$ cat src/rtl/ulpi_pkg.sv
// ulpi_pkg: definitions shared by the ULPI link controller and the RX decoder.
// Holds the receive-side state encoding, the RX CMD field positions and the
// RxEvent encodings carried in RX CMD bits [5:4].
package ulpi_pkg;

  typedef enum logic [1:0] {
    RX_IDLE = 2'd0,
    RX_TURN = 2'd1,
    RX_BUS  = 2'd2,
    RX_PKT  = 2'd3
  } ulpi_rx_state;

  // RX CMD byte layout
  localparam int RXCMD_LS_LO   = 0;
  localparam int RXCMD_LS_HI   = 1;
  localparam int RXCMD_VBUS_LO = 2;
  localparam int RXCMD_VBUS_HI = 3;
  localparam int RXCMD_EVT_LO  = 4;
  localparam int RXCMD_EVT_HI  = 5;
  localparam int RXCMD_ID      = 6;
  localparam int RXCMD_ALTINT  = 7;

  // RxEvent field values; bit 0 doubles as RxActive
  localparam logic [1:0] RXEV_NONE     = 2'b00;
  localparam logic [1:0] RXEV_ACTIVE   = 2'b01;
  localparam logic [1:0] RXEV_HOSTDISC = 2'b10;
  localparam logic [1:0] RXEV_ERROR    = 2'b11;

endpackage

$ cat src/rtl/ulpi_rx_decoder_if.sv
// ulpi_rx_decoder_if: PHY receive signals plus the decoded packet stream and
// RX CMD status outputs of ulpi_rx_decoder.
//   i_dir, i_nxt, i_data         : PHY dir / nxt / data as sampled on the ULPI clock
//   o_rx_data/valid/last/error   : received packet byte stream (no backpressure)
//   o_linestate, o_vbus_state,
//   o_host_disc, o_id            : last decoded RX CMD status
//   o_rxcmd_stb                  : one-cycle pulse when the status fields update
// Modports: slave = decoder side, master = PHY/consumer side.
interface ulpi_rx_decoder_if;
  logic       i_dir;
  logic       i_nxt;
  logic [7:0] i_data;
  logic [7:0] o_rx_data;
  logic       o_rx_valid;
  logic       o_rx_last;
  logic       o_rx_error;
  logic [1:0] o_linestate;
  logic [1:0] o_vbus_state;
  logic       o_host_disc;
  logic       o_id;
  logic       o_rxcmd_stb;

  modport slave (
    input  i_dir, i_nxt, i_data,
    output o_rx_data, o_rx_valid, o_rx_last, o_rx_error,
    output o_linestate, o_vbus_state, o_host_disc, o_id, o_rxcmd_stb
  );

  modport master (
    output i_dir, i_nxt, i_data,
    input  o_rx_data, o_rx_valid, o_rx_last, o_rx_error,
    input  o_linestate, o_vbus_state, o_host_disc, o_id, o_rxcmd_stb
  );
endinterface

$ cat src/rtl/ulpi_rx_stats.sv
// ulpi_rx_stats: receive statistics counters for ulpi_rx_decoder.
//   i_clk, i_rst : clock, synchronous active-high reset
//   i_pkt_ev     : a packet ended with last and no error
//   i_err_ev     : a packet ended with last and error
//   i_drop_ev    : a zero-length packet or an out-of-packet data byte
//   o_pkt_cnt, o_err_cnt, o_drop_cnt : 16-bit wrapping counts
module ulpi_rx_stats (
  input  logic        i_clk,
  input  logic        i_rst,
  input  logic        i_pkt_ev,
  input  logic        i_err_ev,
  input  logic        i_drop_ev,
  output logic [15:0] o_pkt_cnt,
  output logic [15:0] o_err_cnt,
  output logic [15:0] o_drop_cnt
);

  always_ff @(posedge i_clk) begin
    if (i_rst) begin
      o_pkt_cnt  <= '0;
      o_err_cnt  <= '0;
      o_drop_cnt <= '0;
    end else begin
      if (i_pkt_ev)  o_pkt_cnt  <= o_pkt_cnt + 16'd1;
      if (i_err_ev)  o_err_cnt  <= o_err_cnt + 16'd1;
      if (i_drop_ev) o_drop_cnt <= o_drop_cnt + 16'd1;
    end
  end

endmodule

$ cat src/rtl/ulpi_rx_decoder.sv
// ulpi_rx_decoder: splits the ULPI receive stream into RX CMD status updates
// and framed USB packet bytes.
//   i_clk, i_rst : ULPI clock, synchronous active-high reset
//   bus          : ulpi_rx_decoder_if.slave (PHY inputs, packet stream, status)
// Optional build macro ULPI_RX_STATS_EN adds o_pkt_cnt, o_err_cnt, o_drop_cnt.
// Each data byte is parked in a one-byte hold register so that it can be
// tagged as last when the end of packet is seen one or more cycles later.
module ulpi_rx_decoder
  import ulpi_pkg::*;
#(
  parameter int PKT_MAX_LEN = 1027,
  parameter int LEN_W       = 11
) (
  input  logic        i_clk,
  input  logic        i_rst,
  ulpi_rx_decoder_if.slave bus
`ifdef ULPI_RX_STATS_EN
  ,
  output logic [15:0] o_pkt_cnt,
  output logic [15:0] o_err_cnt,
  output logic [15:0] o_drop_cnt
`endif
);

  localparam logic [1:0] ST_IDLE = RX_IDLE;
  localparam logic [1:0] ST_TURN = RX_TURN;
  localparam logic [1:0] ST_BUS  = RX_BUS;
  localparam logic [1:0] ST_PKT  = RX_PKT;

  localparam logic [LEN_W-1:0] LEN_MAX = LEN_W'(PKT_MAX_LEN);
  localparam logic [LEN_W-1:0] LEN_SAT = LEN_W'(PKT_MAX_LEN + 1);

  function automatic logic [LEN_W-1:0] len_sat_inc(input logic [LEN_W-1:0] len_in);
    return (len_in >= LEN_SAT) ? LEN_SAT : len_in + 1'b1;
  endfunction

  logic [1:0]       state, state_n;
  logic             pkt_pending, pend_n;
  logic [7:0]       hold_data;
  logic             hold_full, full_n;
  logic [LEN_W-1:0] len, len_n;
  logic             sticky, sticky_n;
  logic             store, upd_cmd, eop, eop_force, eop_err;
  logic [1:0]       rxev;

  assign rxev    = bus.i_data[RXCMD_EVT_HI:RXCMD_EVT_LO];
  // An abort always reports an error, regardless of the sticky flag
  assign eop_err = sticky | eop_force;

  always_comb begin
    state_n   = state;
    pend_n    = pkt_pending;
    full_n    = hold_full;
    len_n     = len;
    sticky_n  = sticky;
    store     = 1'b0;
    upd_cmd   = 1'b0;
    eop       = 1'b0;
    eop_force = 1'b0;
    unique case (state)
      ST_IDLE: begin
        if (bus.i_dir) begin
          state_n = ST_TURN;
          pend_n  = bus.i_nxt;
        end
      end
      ST_TURN: begin
        pend_n = 1'b0;
        if (!bus.i_dir)       state_n = ST_IDLE;
        else if (pkt_pending) state_n = ST_PKT;
        else                  state_n = ST_BUS;
      end
      ST_BUS: begin
        if (!bus.i_dir) begin
          state_n = ST_IDLE;
        end else if (bus.i_nxt) begin
          // Stray data byte outside a packet: discarded, but it implies RxActive
          state_n = ST_PKT;
        end else begin
          upd_cmd = 1'b1;
          if (rxev[0]) state_n = ST_PKT;
        end
      end
      ST_PKT: begin
        if (!bus.i_dir) begin
          eop       = 1'b1;
          eop_force = 1'b1;
          state_n   = ST_IDLE;
        end else if (bus.i_nxt) begin
          if (len < LEN_MAX) begin
            store  = 1'b1;
            full_n = 1'b1;
          end else begin
            sticky_n = 1'b1;
          end
          len_n = len_sat_inc(len);
        end else begin
          upd_cmd = 1'b1;
          if (rxev == RXEV_ERROR) sticky_n = 1'b1;
          if (!rxev[0]) begin
            eop     = 1'b1;
            state_n = ST_BUS;
          end
        end
      end
      default: state_n = ST_IDLE;
    endcase
    if (eop) begin
      full_n   = 1'b0;
      len_n    = '0;
      sticky_n = 1'b0;
    end
  end

  // Control and output registers
  always_ff @(posedge i_clk) begin
    if (i_rst) begin
      state            <= ST_IDLE;
      pkt_pending      <= 1'b0;
      hold_full        <= 1'b0;
      len              <= '0;
      sticky           <= 1'b0;
      bus.o_rx_data    <= '0;
      bus.o_rx_valid   <= 1'b0;
      bus.o_rx_last    <= 1'b0;
      bus.o_rx_error   <= 1'b0;
      bus.o_linestate  <= '0;
      bus.o_vbus_state <= '0;
      bus.o_host_disc  <= 1'b0;
      bus.o_id         <= 1'b0;
      bus.o_rxcmd_stb  <= 1'b0;
    end else begin
      state          <= state_n;
      pkt_pending    <= pend_n;
      hold_full      <= full_n;
      len            <= len_n;
      sticky         <= sticky_n;
      bus.o_rx_valid <= (store | eop) & hold_full;
      bus.o_rx_last  <= eop & hold_full;
      bus.o_rx_error <= eop & hold_full & eop_err;
      if ((store | eop) & hold_full) bus.o_rx_data <= hold_data;
      bus.o_rxcmd_stb <= upd_cmd;
      if (upd_cmd) begin
        bus.o_linestate  <= bus.i_data[RXCMD_LS_HI:RXCMD_LS_LO];
        bus.o_vbus_state <= bus.i_data[RXCMD_VBUS_HI:RXCMD_VBUS_LO];
        bus.o_host_disc  <= (rxev == RXEV_HOSTDISC);
        bus.o_id         <= bus.i_data[RXCMD_ID];
      end
    end
  end

  // Hold register data; validity is tracked by hold_full
  always_ff @(posedge i_clk) begin
    if (store) hold_data <= bus.i_data;
  end

`ifdef ULPI_RX_STATS_EN
  logic oop_byte;
  assign oop_byte = (state == ST_BUS) & bus.i_dir & bus.i_nxt;

  ulpi_rx_stats u_stats (
    .i_clk      (i_clk),
    .i_rst      (i_rst),
    .i_pkt_ev   (eop & hold_full & ~eop_err),
    .i_err_ev   (eop & hold_full & eop_err),
    .i_drop_ev  ((eop & ~hold_full) | oop_byte),
    .o_pkt_cnt  (o_pkt_cnt),
    .o_err_cnt  (o_err_cnt),
    .o_drop_cnt (o_drop_cnt)
  );
`endif

endmodule

$ cat src/flat_wrapper.sv
// flat-port wrapper written by rule: the top's interface ports become plain ports
module ulpi_rx_decoder_flat import ulpi_pkg::*;
#(
  parameter int PKT_MAX_LEN = 1027,
  parameter int LEN_W       = 11
)
  (i_clk, i_rst, bus_i_dir, bus_i_nxt, bus_i_data, bus_o_rx_data, bus_o_rx_valid, bus_o_rx_last, bus_o_rx_error, bus_o_linestate, bus_o_vbus_state, bus_o_host_disc, bus_o_id, bus_o_rxcmd_stb);
  ulpi_rx_decoder_if bus_i ();
  input  logic i_clk;
  input  logic i_rst;
  input wire logic [$bits(bus_i.i_dir)-1:0] bus_i_dir;
  input wire logic [$bits(bus_i.i_nxt)-1:0] bus_i_nxt;
  input wire logic [$bits(bus_i.i_data)-1:0] bus_i_data;
  output wire logic [$bits(bus_i.o_rx_data)-1:0] bus_o_rx_data;
  output wire logic [$bits(bus_i.o_rx_valid)-1:0] bus_o_rx_valid;
  output wire logic [$bits(bus_i.o_rx_last)-1:0] bus_o_rx_last;
  output wire logic [$bits(bus_i.o_rx_error)-1:0] bus_o_rx_error;
  output wire logic [$bits(bus_i.o_linestate)-1:0] bus_o_linestate;
  output wire logic [$bits(bus_i.o_vbus_state)-1:0] bus_o_vbus_state;
  output wire logic [$bits(bus_i.o_host_disc)-1:0] bus_o_host_disc;
  output wire logic [$bits(bus_i.o_id)-1:0] bus_o_id;
  output wire logic [$bits(bus_i.o_rxcmd_stb)-1:0] bus_o_rxcmd_stb;
  assign bus_i.i_dir = bus_i_dir;
  assign bus_i.i_nxt = bus_i_nxt;
  assign bus_i.i_data = bus_i_data;
  assign bus_o_rx_data = bus_i.o_rx_data;
  assign bus_o_rx_valid = bus_i.o_rx_valid;
  assign bus_o_rx_last = bus_i.o_rx_last;
  assign bus_o_rx_error = bus_i.o_rx_error;
  assign bus_o_linestate = bus_i.o_linestate;
  assign bus_o_vbus_state = bus_i.o_vbus_state;
  assign bus_o_host_disc = bus_i.o_host_disc;
  assign bus_o_id = bus_i.o_id;
  assign bus_o_rxcmd_stb = bus_i.o_rxcmd_stb;
  ulpi_rx_decoder #(.PKT_MAX_LEN(PKT_MAX_LEN), .LEN_W(LEN_W)) u_core (.i_clk(i_clk), .i_rst(i_rst), .bus(bus_i));
endmodule
$ cat config.mk
export PLATFORM = sky130hd
export DESIGN_NAME = ulpi_rx_decoder_flat
export DESIGN_NICKNAME = d
export VERILOG_FILES = /design/src/rtl/ulpi_pkg.sv /design/src/rtl/ulpi_rx_decoder_if.sv /design/src/rtl/ulpi_rx_stats.sv /design/src/rtl/ulpi_rx_decoder.sv /design/src/flat_wrapper.sv
export SDC_FILE = /design/constraint.sdc
export NUM_CORES = 1
export LEC_CHECK = 0
export BUFFER_PORTS_ARGS = -buffer_cell sky130_fd_sc_hd__buf_2
export CORE_AREA = 2 2 72 74
export DETAILED_ROUTE_END_ITERATION = 10
export DIE_AREA = 0 0 74 76
export REMOVE_ABC_BUFFERS = 1
export SLEW_MARGIN = 20
export SYNTH_ARGS = -nofsm -noshare
export SYNTH_HDL_FRONTEND = slang
export SYNTH_HIERARCHICAL = 1
export SYNTH_SLANG_ARGS = --single-unit
$ cat constraint.sdc
create_clock -name i_clk -period 2.1 [get_ports i_clk]
set_input_delay 0.315 -clock i_clk [delete_from_list [all_inputs] [get_ports i_clk]]
set_output_delay 0.315 -clock i_clk [all_outputs]
set_load 0.01 [all_outputs]
==> impl_metrics.ini, run 1 <==
[clock_tree]
clk_path_buf_depth = 2
cts_resized = 0
path_clk_slew_ns = 0.09
cts_root_buf = clkbuf_8
cts_hold_buffers = 0
cts_setup_buffers = 0
htreeDepth = 2
cts_buffers = 5
clkLatencyLatePin_ns = 0.30
cts_sinks = 42
cts_tree = yes

[finish]
nFillCells = 502
final_layout_size_suffix_gt1_frac = 0.231
n_antenna_cell = 0
syn_to_final_growth_pct = 18.1
nets = 229

[worst_setup_path]
critPathCaptureType = register
worstPathRequired_ns = 2.11
reg2reg_to = u_core/hold_data[4]$_DFFE_PP_
crit_type = register to register
r2r_slack_ns = 0.19
critPathMaxFanout = 9
crit_start = u_core/len[5]$_SDFFE_PP0P_
cp-start-kind = register
r2r_cells = 4
critical_path_arrival_ns = 1.92
cp_slowest_cell = or4_4
max_stage_delay_ns = 0.55
rr_startpoint = u_core/len[5]$_SDFFE_PP0P_
cp_cell_sequence = or4_4 -> or3b_4 -> a21oi_2 -> buf_4

[min_path]
hold_path_class = input port to register
min_path_cells = 1
min_from = bus_i_data[7]
hold_path_end = u_core/hold_data[7]$_DFFE_PP_

[synthesis]
synth_area_um2 = 1770
yosysSeqAreaShare = 0.521
synth_common_cells = dfxtp_1 (34), nor2_1 (20), nand2b_1 (19)
ys_warn_count = 6
synthArstFlopShare = 0
ys_types = 37
yosys.area.top_type = dfxtp_1
synth_top_cell_area_share = 0.385
synthCells = 184
synth_edf_count = 8
syn_avg_cell_area_um2 = 9.60
synth-main-ff-cell = dfxtp_1
yosysMostFrequentCell = dfxtp_1
synth_area_leaders = dfxtp_1 (39%), edfxtp_1 (14%), nand2b_1 (6.7%)
synth-seq-cells = 42

[sta]
clock-skew-final_ns = 0.0101
rsz0062_at_grt = false
finalCritPeriodShare = 0.911
holdWs_ns = 0.202
hold_viol = 0
max_slew_margin = 0.682
setup_viol = 0
final_max_slew_viol_count = 0
min_period_ns = 1.91
clock.fmax_mhz = 523
tightestPinTransition_ns = 0.475
tns_ns = 0

[global_routing]
grt_pass1_vias = 1233
grt_usage = 0.126
grt_pass1_wl_um = 5640
antenna_found_initial = 0
overflow = 0
grt_max_degree = 29

[floorplan]
design.die.area_um2 = 5620
placementRows = 26
initial_utilization = 0.360
core_area_um2 = 4910
pin_count = 30
fp.dieH_um = 76
fp.dieW_um = 74

[outcome]
outcome = finished, final reports clean

[power]
p_total_uw = 1420
cellPowerDensity_nw_per_um2 = 681
ir_worst_vdd_uv = 268
power_leakage_uw = 0.000761

[routing]
drc = 0
dr.first_iter.drc_count = 69
firstDrtPassIters = 4
vias = 1314
wl_per_cell_um = 11.3
totalWireLength_um = 3240
drt-vias-per-instance = 4.59
ant_nets = 0

[place]
portBuffers = 29
place_congestion = 0.759
hpwl_um = 2330

[job]
max_cap_violations = 0
-- metrics by stage --
step	setup WS [ns]	util	std cells	cell area [um^2]
after floorplan	0.163	-	173	1720
after global placement	0.207	0.406	278	1990
after detailed placement	0.209	0.406	278	1990
after CTS	0.184	0.425	286	2090
after global routing	0.138	0.425	286	2090
final	0.188	0.425	286	2090
-- layout make-up --
cell class                 count  area [um^2]  share of cell area
sequential                    42          921               0.441
multi-input combinational    125          773               0.371
timing repair buffer          35          190              0.0911
tap                           70         87.6              0.0420
clock buffer                   5         68.8              0.0330
clock inverter                 3         23.8              0.0114
inverter                       6         22.5              0.0108
-- worst max-delay path by stage --
stage	endpoint	slack, ns
2_1_floorplan	u_core/hold_data[0]$_DFFE_PP_	0.16
3_3_place_gp	u_core/hold_data[0]$_DFFE_PP_	0.21
3_5_place_dp	u_core/hold_data[3]$_DFFE_PP_	0.21
4_1_cts	u_core/hold_data[4]$_DFFE_PP_	0.18
5_1_grt	u_core/hold_data[4]$_DFFE_PP_	0.14
6_report	u_core/hold_data[4]$_DFFE_PP_	0.19
-- flip-flops by register name, summed over array words and instances, names as in the netlist --
register and cells:
u_core/hold_full 1, u_core/bus.o_rx_valid 1, u_core/bus.o_rx_error 1, u_core/bus.o_linestate 2, u_core/bus.o_host_disc 1, u_core/bus.o_rx_data 8, u_core/bus.o_id 1, u_core/state 2
u_core/bus.o_vbus_state 2, u_core/bus.o_rx_last 1, u_core/sticky 1, u_core/len 11, u_core/pkt_pending 1, u_core/hold_data 8, u_core/bus.o_rxcmd_stb 1
-- cells by family after synthesis --
group	Yosys count	synth area share
flip-flops	42	0.521
adder cells (fa/ha/maj)	2	0.0142
AND/OR/NAND/NOR	81	0.242
multiplexers	9	0.0517
buffers and inverters	17	0.0411
XOR/XNOR	7	0.0347
AO/OA/AOI/OAI	26	0.0956
-- per-layer routing --
metal | up-vias | GRT usage | share of wire
li1 | 697 | - | -
met1 | 592 | 0.163 | 0.49
met2 | 19 | 0.196 | 0.45
met3 | 6 | 0.0357 | 0.036
met4 | 0 | 0.0545 | 0.019
met5 | - | 0 | 0
-- layout by cell type, fill, tap and decap left out, drive strengths merged --
cell type and count:
edfxtp 8, nand4b 1, and4 1, a21oi 11, nand4 3, nor4 1
a221oi 2, mux2i 8, a22o 1, or3b 1, clkbuf 5, inv 7
buf 35, a32oi 1, o21ai 3, a31oi 4, or4 3, nor2b 1
or3 1, nand2 14, o21a 2, xor2 1, ha 2, nor2 20
dfxtp 34, clkinvlp 2, o31ai 1, and3 2, nand3 10, nor3 4
xnor2 6, nand2b 19, mux2 1, o21bai 1
-- power breakdown --
group / switching [uW] / total, uW / internal [uW] / leakage [uW]
combinational: 33.2 / 58.0 / 24.9 / 0.000374
sequential: 5.22 / 829 / 824 / 0.000346
clock: 297 / 535 / 238 / 0.0000408
total: 335 / 1420 / 1090 / 0.000761
-- worst max-delay path: cells and delay by family, from the launching register on --
family	cells	cell delay, ns
buf+inv	1	0.18
compound gates	1	0.13
simple gates	2	0.94
flops	1	0.37
Note: power is estimated with default switching activity, not from simulation.
==> run 2: changes to the inputs <==
--- a/config.mk
+++ b/config.mk
@@ -5,10 +5,11 @@
 export SDC_FILE = /design/constraint.sdc
 export NUM_CORES = 1
 export LEC_CHECK = 0
+export ABC_AREA = 1
 export BUFFER_PORTS_ARGS = -buffer_cell sky130_fd_sc_hd__buf_2
-export CORE_AREA = 2 2 72 74
+export CORE_AREA = 2 2 73 75
 export DETAILED_ROUTE_END_ITERATION = 10
-export DIE_AREA = 0 0 74 76
+export DIE_AREA = 0 0 75 77
 export REMOVE_ABC_BUFFERS = 1
 export SLEW_MARGIN = 20
 export SYNTH_ARGS = -nofsm -noshare
==> impl_metrics.ini, run 2 <==
[sta]
clock.fmax_mhz = 656
finalCritPeriodShare = 0.726
clock-skew-final_ns = 0.0115
tightestPinTransition_ns = 0.387
tns_ns = 0
rsz0062_at_grt = false
hold_viol = 0
fin_ws_ns = 0.575
final_max_slew_viol_count = 0
min_period_ns = 1.53
max_slew_margin = 0.741
setup_viol = 0

[place]
placed_area_um2 = 2090
post-place-ws_ns = 0.531
hpwl_um = 2660
portBuffers = 29
place_congestion = 0.749
dpl.cell_count = 317

[floorplan]
placementRows = 26
pin_count = 30
core_area_um2 = 4980
design.die.area_um2 = 5780
initial_utilization = 0.373
fp.dieH_um = 77
fp.dieW_um = 75

[synthesis]
synthCells = 219
syn_avg_cell_area_um2 = 8.47
synth-seq-cells = 42
synth-main-ff-cell = dfxtp_1
synth_top_cell_area_share = 0.367
synth_edf_count = 8
synthArstFlopShare = 0
synth_common_cells = nor2_1 (44), dfxtp_1 (34), inv_1 (29)
synth_area_um2 = 1860
ys_types = 34
synth_area_leaders = dfxtp_1 (37%), edfxtp_1 (13%), nor2_1 (8.9%)
ys_warn_count = 6
yosysSeqAreaShare = 0.496
yosys.area.top_type = dfxtp_1
yosysMostFrequentCell = nor2_1

[global_routing]
grt_most_used_layer = met2
grt_max_degree = 16
grtUsageMet1 = 0.168
grt_pass1_wl_um = 6110
grt_usage = 0.139
grt_pass1_vias = 1334
antenna_found_initial = 0
grtUsageMet2 = 0.225
overflow = 0
met3_usage = 0.0394

[clock_tree]
cts_setup_buffers = 0
cts_sinks = 42
clk_path_buf_depth = 2
path_clk_slew_ns = 0.09
cts_buffers = 5
cts_hold_buffers = 0
clkLatencyLatePin_ns = 0.30
cts_root_buf = clkbuf_8
htreeDepth = 2
cts_resized = 0
cts_tree = yes

[finish]
final_common_cell = nor2_1
reg_top3 = u_core/len x11, u_core/bus.o_rx_data x8, u_core/hold_data x8
regMostFlops = u_core/len
syn_to_final_growth_pct = 17.5
nFillCells = 513
final_layout_size_suffix_gt1_frac = 0.267
n_antenna_cell = 0
final_cell_mix = nor2_1 (44), dfxtp_1 (34), buf_2 (29), inv_1 (29), nand2_1 (28)
nets = 268
final_area_um2 = 2180
largest_reg_flops = 11
fin_cells = 325

[routing]
totalWireLength_um = 3550
firstDrtPassIters = 4
drt-vias-per-instance = 4.41
vias = 1433
drc = 0
wl_per_cell_um = 10.9
ant_nets = 0
dr.first_iter.drc_count = 67

[power]
cellPowerDensity_nw_per_um2 = 654
p_total_uw = 1420
ir_worst_vdd_uv = 263
power_leakage_uw = 0.00104

[min_path]
hold_path_class = input port to register

[outcome]
outcome = finished, final reports clean

[worst_setup_path]
cp-start-kind = register
crit_type = register to register
worstPathRequired_ns = 2.07
critPathMaxFanout = 9
critical_path_arrival_ns = 1.50
critPathCaptureType = register

[job]
max_cap_violations = 0
-- run 2: changes by cell type in the layout (fill, tap and decap cells not counted), moves of 5 or more --
cell,previous run,this run
buf_4,6,1
inv_1,6,29
mux2i_1,8,0
nand2_1,14,28
nand2_2,0,6
nand2b_1,19,0
nor2_1,20,44
xnor2_1,6,1
-- run 2: path summary, 6_finish.rpt --
check / start / end / slack [ns] / cells past startpoint
max: u_core/state[1]$_SDFFE_PP0P_ / u_core/hold_data[2]$_DFFE_PP_ / 0.57 / 6
min: bus_i_data[6] / u_core/hold_data[6]$_DFFE_PP_ / 0.20 / 1
max reg2reg: u_core/state[1]$_SDFFE_PP0P_ / u_core/hold_data[2]$_DFFE_PP_ / 0.57 / 6
min reg2reg: u_core/sticky$_SDFFE_PP0P_ / u_core/sticky$_SDFFE_PP0P_ / 0.47 / 2
-- run 2: where the power goes --
group / internal, uW / total [uW] / switching [uW]
combinational: 19.1 / 55.9 / 36.8
sequential: 825 / 829 / 3.64
clock: 240 / 540 / 300
total: 1080 / 1420 / 341
-- run 2: worst max-delay path, cell delays in order (launching register included) --
cell      delay, ns
dfxtp_1        0.39
nand2_2        0.10
nor2_4         0.12
nand2_4        0.12
clkinv_4       0.10
nand3_2        0.10
inv_1          0.27
-- run 2: cell families (layout without fill, tap and decap cells) --
logic type	count (synthesis)	after routing	share of synthesized area
compound gates	20	20	0.0681
xor+xnor	4	4	0.0189
fa+ha+maj	2	2	0.0135
buf+inv	35	71	0.0748
flops	42	42	0.496
simple gates	116	116	0.328
-- run 2: area by class of cell --
cell class / instances / area, um^2 / share of cell area
clock buffers: 5 / 68.8 / 0.0316
clock inverters: 3 / 25.0 / 0.0115
inverters: 33 / 129 / 0.0591
multi-input cells: 142 / 796 / 0.365
flip-flops and latches: 42 / 921 / 0.423
well taps: 70 / 87.6 / 0.0402
repair buffers: 30 / 153 / 0.0700
-- run 2: through the flow --
stage          hold slack, ns   util
6_report                0.198  0.438
5_1_grt                 0.178  0.438
4_1_cts                 0.191  0.438
3_5_place_dp            0.457  0.419
3_3_place_gp            0.456  0.419
2_1_floorplan           0.387      -
-- run 2: layer usage --
metal / vias to the layer above / share of wire
met1: 641 / 0.44
met4: 0 / 0.019
met5: - / 0
li1: 762 / -
met2: 23 / 0.50
met3: 7 / 0.037
==> run 3: changes to the inputs <==
--- a/config.mk
+++ b/config.mk
@@ -5,11 +5,11 @@
 export SDC_FILE = /design/constraint.sdc
 export NUM_CORES = 1
 export LEC_CHECK = 0
-export ABC_AREA = 1
+export ABC_AREA = 0
 export BUFFER_PORTS_ARGS = -buffer_cell sky130_fd_sc_hd__buf_2
-export CORE_AREA = 2 2 73 75
+export CORE_AREA = 2 2 72 74
 export DETAILED_ROUTE_END_ITERATION = 10
-export DIE_AREA = 0 0 75 77
+export DIE_AREA = 0 0 74 76
 export REMOVE_ABC_BUFFERS = 1
 export SLEW_MARGIN = 20
 export SYNTH_ARGS = -nofsm -noshare
==> constraint.sdc (replaced) <==
create_clock -name i_clk -period 1.5 [get_ports i_clk]
set_input_delay 0.225 -clock i_clk [delete_from_list [all_inputs] [get_ports i_clk]]
set_output_delay 0.225 -clock i_clk [all_outputs]
set_load 0.01 [all_outputs]
==> impl_metrics.ini, run 3 (synthesized netlist as in run 1, its figures left out) <==
[outcome]
outcome = finished, violations left
violations = setup timing

[floorplan]
design.die.area_um2 = 5620
core_area_um2 = 4910
pin_count = 30
initial_utilization = 0.360
placementRows = 26
fp.dieH_um = 76
fp.dieW_um = 74

[finish]
multi_input_area_um2 = 800
regMostFlops = u_core/len
final_common_cell = dfxtp_1
largest_reg_flops = 11
n_antenna_cell = 0
nets = 252
seq_area_um2 = 922
nFillCells = 461
final_layout_size_suffix_gt1_frac = 0.322
final_area_um2 = 2360
final_cell_mix = dfxtp_1 (33), buf_2 (29), buf_4 (26)
reg_top3 = u_core/len x11, u_core/bus.o_rx_data x8, u_core/hold_data x8
syn_to_final_growth_pct = 33.6

[worst_setup_path]
worstPathRequired_ns = 1.51
critPathCaptureType = register
cp_slowest_cell = or4_4
crit_type = register to register
crit_family = simple AND/OR/NAND/NOR gates
cp_cell_sequence = or4_4 -> or3b_4 -> a21oi_4 -> buf_12
critPathMaxFanout = 9
cp.buffers_inverters = 1
max_stage_delay_ns = 0.54
cp-start-kind = register
critical_path_arrival_ns = 1.87

[routing]
drc = 0
ant_nets = 0
vias = 1417
dr.first_iter.drc_count = 43
drt-vias-per-instance = 4.59
wl_per_cell_um = 11.3
firstDrtPassIters = 4
totalWireLength_um = 3480

[clock_tree]
cts_hold_buffers = 0
cts_sinks = 42
cts_root_buf = clkbuf_8
clkLatencyLatePin_ns = 0.29
clk_path_buf_depth = 2
cts_tree = yes
cts_buffers = 5
htreeDepth = 2
path_clk_slew_ns = 0.08

[sta]
holdWs_ns = 0.131
final_max_slew_viol_count = 0
clock-skew-final_ns = 0.00743
setup_viol = 18
max_slew_margin = 0.719
fin_ws_ns = -0.359
min_period_ns = 1.86
finalCritPeriodShare = 1.24
clock.fmax_mhz = 538
rsz0062_at_grt = true
tightestPinTransition_ns = 0.421
hold_viol = 0

[power]
ir_worst_vdd_uv = 409
cellPowerDensity_nw_per_um2 = 976
power_leakage_uw = 0.000914

[global_routing]
grt_usage = 0.136
grt_pass1_wl_um = 5950
overflow = 0
grt_max_degree = 15
grt_pass1_vias = 1297
antenna_found_initial = 0

[place]
portBuffers = 29
place_congestion = 0.781
post-place-ws_ns = -0.367
placed_area_um2 = 2170
hpwl_um = 2640

[job]
max_cap_violations = 0

[min_path]
hold_path_class = input port to register
-- run 3: power breakdown --
part	switching (uW)	internal [uW]
clock network	379	667
registers	3.56	1150
logic	53.9	46.9
total	436	1870
-- run 3: stage by stage --
stage / std cells / utilization / total power [uW] / setup TNS [ns]
6_report: 309 / 0.481 / 2300 / -4.52
4_1_cts: 307 / 0.476 / 2330 / -5.09
2_1_floorplan: 173 / - / 1220 / -7.00
5_1_grt: 309 / 0.481 / 2390 / -5.78
3_3_place_gp: 298 / 0.442 / 1280 / -4.73
3_5_place_dp: 298 / 0.442 / 1280 / -4.87
-- run 3: worst reg2reg max path, cell delays in order, from the launching register on --
cell	delay, ns
dfxtp_2	0.32
or4_4	0.54
or3b_4	0.44
a21oi_4	0.15
buf_12	0.14
-- run 3: repair_timing --
| action | in CTS | in global routing |
|---|---|---|
| pin swaps | 2 | 0 |
| buffers inserted | 1 | 2 |
| setup endpoints to repair | 28 | 29 |
| gates resized for setup | 4 | 4 |
| gates cloned | 0 | 0 |
-- run 3: layout make-up --
type,instances,share of cell area
multi-input combinational,125,0.339
timing repair buffer,58,0.166
sequential,42,0.391
inverter,6,0.00954
clock inverter,3,0.0291
tap,70,0.0371
clock buffer,5,0.0291
-- run 3: worst paths after layout --
path | slack [ns] | from | cells past startpoint | to
min | 0.13 | bus_i_data[7] | 1 | u_core/hold_data[7]$_DFFE_PP_
max | -0.36 | u_core/len[5]$_SDFFE_PP0P_ | 4 | u_core/hold_data[7]$_DFFE_PP_
min reg2reg | 0.46 | u_core/bus.o_host_disc$_SDFFE_PP0P_ | 2 | u_core/bus.o_host_disc$_SDFFE_PP0P_
max reg2reg | -0.36 | u_core/len[5]$_SDFFE_PP0P_ | 4 | u_core/hold_data[7]$_DFFE_PP_
-- run 3: per-layer routing --
metal  track usage  vias up  routed length, um
li1              -      743                  -
met4        0.0527        0                 34
met5             0        -                  0
met3        0.0397        2                157
met2         0.202       27               1680
met1         0.185      645               1610
